### config.mk
export PLATFORM = sky130hd
export DESIGN_NAME = prio_enc_bcd_scan
export DESIGN_NICKNAME = d
export VERILOG_FILES = /design/src/rtl/prio_enc_bcd_scan.sv
export SDC_FILE = /design/constraint.sdc
export NUM_CORES = 1
export LEC_CHECK = 0
export CELL_PAD_IN_SITES_DETAIL_PLACEMENT = 1
export CELL_PAD_IN_SITES_GLOBAL_PLACEMENT = 1
export CORE_AREA = 10 10 86 107
export CTS_BUF_LIST = sky130_fd_sc_hd__clkbuf_4 sky130_fd_sc_hd__clkbuf_8 sky130_fd_sc_hd__clkbuf_16
export DETAILED_ROUTE_END_ITERATION = 12
export DIE_AREA = 0 0 96 117
export PLACE_DENSITY_LB_ADDON = 0.05
export SLEW_MARGIN = 20
export SYNTH_ARGS = -nofsm -noshare
export SYNTH_HDL_FRONTEND = slang
export SYNTH_SLANG_ARGS = --single-unit
### constraint.sdc
create_clock -name clk -period 1.64 [get_ports clk]
set_input_delay 0.328 -clock clk [delete_from_list [all_inputs] [get_ports clk]]
set_output_delay 0.328 -clock clk [all_outputs]
set_load 0.005 [all_outputs]
### src/rtl/prio_enc_bcd_scan.sv
// Priority encoder with a sequential binary-to-BCD converter
// and a time-multiplexed 4511-style 7-segment decimal display.
module prio_enc_bcd_scan #(
    parameter int N_IN     = 16,
    parameter int DIGITS   = 2,
    parameter int SCAN_DIV = 1000,
    parameter int LZB      = 1,
    localparam int IDX_W   = $clog2(N_IN)
) (
    input  logic              clk,
    input  logic              rst,
    input  logic              ei_n,
    input  logic [N_IN-1:0]   in_n,
    input  logic              le,
    input  logic              bi_n,
    input  logic              lt_n,
    output logic [IDX_W-1:0]  code,
    output logic              gs_n,
    output logic              eo_n,
    output logic              busy,
    output logic [7:0]        seg,
    output logic [DIGITS-1:0] dig_n
);

    localparam int BW = 4 * DIGITS;
    localparam int CW = $clog2(IDX_W + 1);
    localparam int SW = $clog2(SCAN_DIV);
    localparam int PW = (DIGITS > 1) ? $clog2(DIGITS) : 1;

    if (10 ** DIGITS < N_IN) begin : g_chk
        $error("DIGITS too small to show N_IN-1");
    end

    typedef enum logic [1:0] {
        IDLE,
        SHIFT,
        LOAD
    } state_t;

    state_t          state;
    state_t          state_nxt;
    logic            hit;
    logic [IDX_W-1:0] win;
    logic [IDX_W-1:0] sh;
    logic [BW-1:0]   bcd;
    logic [BW-1:0]   adj;
    logic [BW-1:0]   disp;
    logic            cap_gs;
    logic [CW-1:0]   bit_cnt;
    logic [SW-1:0]   cnt;
    logic [PW-1:0]   ptr;
    logic [DIGITS-1:0] blank;
    logic [3:0]      cur;
    logic            cur_blank;
    logic [7:0]      seg_nxt;
    logic [DIGITS-1:0] dig_nxt;

    function automatic logic [6:0] dec(input logic [3:0] v);
        case (v)
            4'd0:    dec = 7'h3F;
            4'd1:    dec = 7'h06;
            4'd2:    dec = 7'h5B;
            4'd3:    dec = 7'h4F;
            4'd4:    dec = 7'h66;
            4'd5:    dec = 7'h6D;
            4'd6:    dec = 7'h7C;
            4'd7:    dec = 7'h07;
            4'd8:    dec = 7'h7F;
            4'd9:    dec = 7'h67;
            default: dec = 7'h00;
        endcase
    endfunction

    // Ascending scan so the highest low line wins.
    always_comb begin
        hit = 1'b0;
        win = '0;
        for (int i = 0; i < N_IN; i++) begin
            if (!in_n[i]) begin
                hit = 1'b1;
                win = IDX_W'(i);
            end
        end
    end

    always_ff @(posedge clk) begin
        if (rst) begin
            code <= '0;
            gs_n <= 1'b1;
            eo_n <= 1'b1;
        end else if (ei_n) begin
            code <= '0;
            gs_n <= 1'b1;
            eo_n <= 1'b1;
        end else if (!hit) begin
            code <= '0;
            gs_n <= 1'b1;
            eo_n <= 1'b0;
        end else begin
            code <= win;
            gs_n <= 1'b0;
            eo_n <= 1'b1;
        end
    end

    always_ff @(posedge clk) begin
        if (rst) state <= IDLE;
        else     state <= state_nxt;
    end

    always_comb begin
        state_nxt = state;
        unique case (state)
            IDLE:    if (!le) state_nxt = SHIFT;
            SHIFT:   if (bit_cnt == CW'(IDX_W - 1)) state_nxt = LOAD;
            LOAD:    state_nxt = IDLE;
            default: state_nxt = IDLE;
        endcase
    end

    always_comb begin
        adj = bcd;
        for (int k = 0; k < DIGITS; k++) begin
            if (bcd[4*k +: 4] >= 4'd5) adj[4*k +: 4] = bcd[4*k +: 4] + 4'd3;
        end
    end

    // An all-ones nibble is out of the 0-9 range and decodes dark.
    always_ff @(posedge clk) begin
        if (rst) begin
            sh      <= '0;
            bcd     <= '0;
            cap_gs  <= 1'b1;
            bit_cnt <= '0;
            disp    <= '1;
        end else begin
            case (state)
                IDLE: if (!le) begin
                    sh      <= code;
                    bcd     <= '0;
                    cap_gs  <= gs_n;
                    bit_cnt <= '0;
                end
                SHIFT: begin
                    {bcd, sh} <= {adj, sh} << 1;
                    bit_cnt   <= bit_cnt + 1'b1;
                end
                LOAD: if (!le) disp <= cap_gs ? '1 : bcd;
                default: ;
            endcase
        end
    end

    assign busy = (state == SHIFT) || (state == LOAD);

    always_ff @(posedge clk) begin
        if (rst) begin
            cnt <= '0;
            ptr <= '0;
        end else if (cnt == SW'(SCAN_DIV - 1)) begin
            cnt <= '0;
            ptr <= (ptr == PW'(DIGITS - 1)) ? '0 : ptr + 1'b1;
        end else begin
            cnt <= cnt + 1'b1;
        end
    end

    always_comb begin
        logic zhi;
        zhi   = 1'b1;
        blank = '0;
        for (int i = DIGITS - 1; i >= 0; i--) begin
            zhi      = zhi && (disp[4*i +: 4] == 4'd0);
            blank[i] = (LZB != 0) && zhi && (i != 0);
        end
    end

    always_comb begin
        cur       = 4'hF;
        cur_blank = 1'b1;
        dig_nxt   = '1;
        for (int i = 0; i < DIGITS; i++) begin
            if (ptr == PW'(i)) begin
                cur        = disp[4*i +: 4];
                cur_blank  = blank[i];
                dig_nxt[i] = 1'b0;
            end
        end
        seg_nxt = 8'h00;
        if (cnt == '0)     dig_nxt = '1;
        else if (!lt_n)    seg_nxt = 8'h7F;
        else if (!bi_n)    seg_nxt = 8'h00;
        else if (!cur_blank) seg_nxt = {1'b0, dec(cur)};
    end

    always_ff @(posedge clk) begin
        if (rst) begin
            seg   <= 8'h00;
            dig_n <= '1;
        end else begin
            seg   <= seg_nxt;
            dig_n <= dig_nxt;
        end
    end

endmodule

==> results by group <==
Floorplan
  – Starting Density: 34.9%
  – FP Rows: 35
  – Die Wd: 96 microns
  – Placeable Area: 7180 sq um
  – Die area: 11200 sq um
  – Die Height: 117 microns
  – IO Pins: 39

Worst setup path
  – CP Max Fanout: 3
  – Setup CP Type: register to output pin
  – Setup crit start: state[0]
  – Worst setup EP type: output pin
  – RR Startpoint: ptr
  – CP Data Arrival Time: 1.25 ns
  – Critical Path Start Type: register
  – Critical Path RT: 1.31 ns

Pwr
  – Sequential power share: 55.4%
  – Internal: 1780 uW
  – Leak pwr: 0.00131 uW
  – P_sw: 618 uW
  – PwrDens: 722 nW/um^2
  – Combinational share of power: 13.9%
  – IR drop worst, VDD: 334 uV
  – Sw Share: 25.8%
  – Clock network power share: 30.7%

Synth
  – Avg Cell Area, Syn: 8.45 sq um
  – Post-synth ARST share: 0%
  – Post-synthesis cell count: 297
  – Register bit total from synthesis: 52
  – EDFF count, synth: 0
  – Most used DFF post-synth: dfxtp_1
  – Syn Nets: 334
  – Synthesis Warnings: 0
  – Netlist cell types: 43
  – Sequential share of the synthesized area: 41.5%
  – Synthesized area: 2510 sq um

Drt
  – Final WL: 6.23 mm
  – Total number of vias: 2262
  – Post-DR wirelength/cell: 13.7 microns
  – Via density per instance: 4.97
  – Detailed Routing Iterations Pass 1: 4
  – Residual DRC: 0
  – Met2 WL: 3.21 mm
  – Routed Antenna Nets: 0
  – Met3 wire length: 333 microns
  – M1 WL: 2.63 mm
  – Drt initial violations: 57
  – Max layer used: met4

Timing
  – Count of pins over their slew limit: 0
  – Worst setup margin: 0.0650 ns
  – Final min period: 1.58 ns
  – Setup violations, final: 0
  – Setup Skew: 0.0119 ns
  – Hold Violations, Final: 0
  – Maximum clock rate: 0.635 GHz
  – Setup TNS: 0 ns
  – Tcrit/Tclk final: 96.0%

Cells and area
  – Diode count: 0
  – Area growth syn-to-layout: 32.3%
  – Final design utilization: 46.2%
  – Nets: 399
  – Share of cells above drive strength 1: 16.5%

Global routing
  – Initial antenna violation count: 0
  – Vias in the first global route: 2443
  – First-pass GRT wire length: 10.8 mm
  – GRT Resource Usage Total: 11.8%
  – Largest net degree at the start of global routing: 20
  – Gr ovfl total: 0

Clock network
  – Clk buf depth: 2
  – H-tree levels: 2
  – TritonCTS clock tree: yes
  – Worst-skew pair later-pin latency: 0.31 ns
  – CTS Buf Count: 5
  – Root buffer cell: clkbuf_8
  – Clock Sinks: 52
  – Hold-fix buffer count after cts: 0
  – Clock slew at reported path FFs: 0.10 ns

Run status
  – Status: completed

Min path
  – HP Start: cnt[0]
  – Hold WC Path Type: register to register

Placed design
  – Pre-CTS WS: -0.0954 ns
  – # port buffers: 37
  – GPL Wtd Cong: 0.709
  – DP HPWL: 4.88 mm

Run
  – Maxcap violations: 0
through the flow:
step | area [sq um] | hold WS [ns] | instances | power, uW
after floorplan | 2510 | 0.407 | 297 | 1500
after global placement | 3160 | 0.465 | 443 | 1690
after detailed placement | 3160 | 0.472 | 443 | 1690
after CTS | 3270 | 0.500 | 452 | 2440
after global routing | 3320 | 0.528 | 455 | 2530
final | 3320 | 0.493 | 455 | 2400
layer usage:
| metal | up-vias | track usage, % |
|---|---|---|
| met2 | 35 | 21.1 |
| met3 | 4 | 3.51 |
| met5 | - | 0 |
| met4 | 0 | 3.55 |
| met1 | 1080 | 13.0 |
| li1 | 1143 | - |
power by group through the flow:
| stage | Sequential [uW] | Clock, uW | Combinational (uW) |
|---|---|---|---|
| after global placement | 1360 | 0 | 331 |
| after global routing | 1330 | 828 | 371 |
| after detailed placement | 1360 | 0 | 335 |
| after CTS | 1330 | 775 | 335 |
| final | 1330 | 736 | 334 |
| after floorplan | 1350 | 0 | 145 |
area by class of cell:
type                    count  area (sq um)
clock buffers               5          68.8
clock inverters             3          18.8
fillers                   892          3860
inverters                  18          67.6
multi-input cells         215          1370
flip-flops and latches     52          1050
well taps                  92           115
repair buffers             70           629
cell families (layout without fill, tap and decap cells):
kind of cell	after synthesis	after routing	share of synthesized area (%)
other	1	1	0.149
and+or+nand+nor	114	114	20.6
xor gates and xnor gates	12	12	4.19
AOI/OAI and AO/OA	62	62	15.9
buffers and inverters	30	96	5.34
DFF	52	52	41.5
muxes	11	11	4.79
adders and majority gates	15	15	7.48
worst paths after layout:
kind,endpoint,slack (ns),cells after the start
max,busy,0.06,3
min,cnt[0],0.49,1
max reg2reg,seg[4],0.08,6
min reg2reg,cnt[0],0.49,1
worst max-delay path, cell delays in order (launching register included):
cell	delay, ns
dfxtp_2	0.34
inv_1	0.06
ha_1	0.28
dlygate4sd2_1	0.26
sequential cells by signal, summed over array words and instances (netlist names):
signal	count
sh	4
bit_cnt	3
seg	7
code	4
gs_n	1
eo_n	1
state	2
cap_gs	1
cnt	10
bcd	8
ptr	1
dig_n	2
disp	8
cell usage in the layout (no fill, tap or decap), drive strengths merged, types with 2 or more instances in the layout:
cell type,n
mux2i,9
a31o,2
nor2b,3
a21oi,24
nand4,6
nor2,47
inv,18
mux2,2
clkdlybuf4s50,36
a21o,2
a32oi,2
xnor2,8
a22oi,5
xor2,4
o21ai,6
and2,2
nand2b,6
nor3,14
o21bai,8
buf,33
ha,15
o211ai,5
clkbuf,5
nand2,22
a211o,2
dfxtp,52
a31oi,3
nand3,8
clkinv,3
Yosys cell counts, drive strengths merged (4+ instances only):
cell / instances / area (sq um)
buf: 6 / 43.8
nand2: 22 / 82.6
o211ai: 5 / 37.5
a22oi: 5 / 37.5
mux2i: 9 / 97.6
nor3: 14 / 70.1
a21oi: 24 / 124
o21bai: 8 / 60.1
nand2b: 6 / 37.5
clkbuf: 6 / 22.5
dfxtp: 52 / 1040
ha: 15 / 188
inv: 18 / 67.6
xnor2: 8 / 70.1
o21ai: 6 / 30.0
xor2: 4 / 35.0
nor2: 47 / 176
nand3: 8 / 40.0
nand4: 6 / 37.5
timing repair:
item                       CTS  global route
buffers inserted             1             3
setup endpoints to repair    4             9
resized for setup            6             8
(Power assumes the default switching activity.)
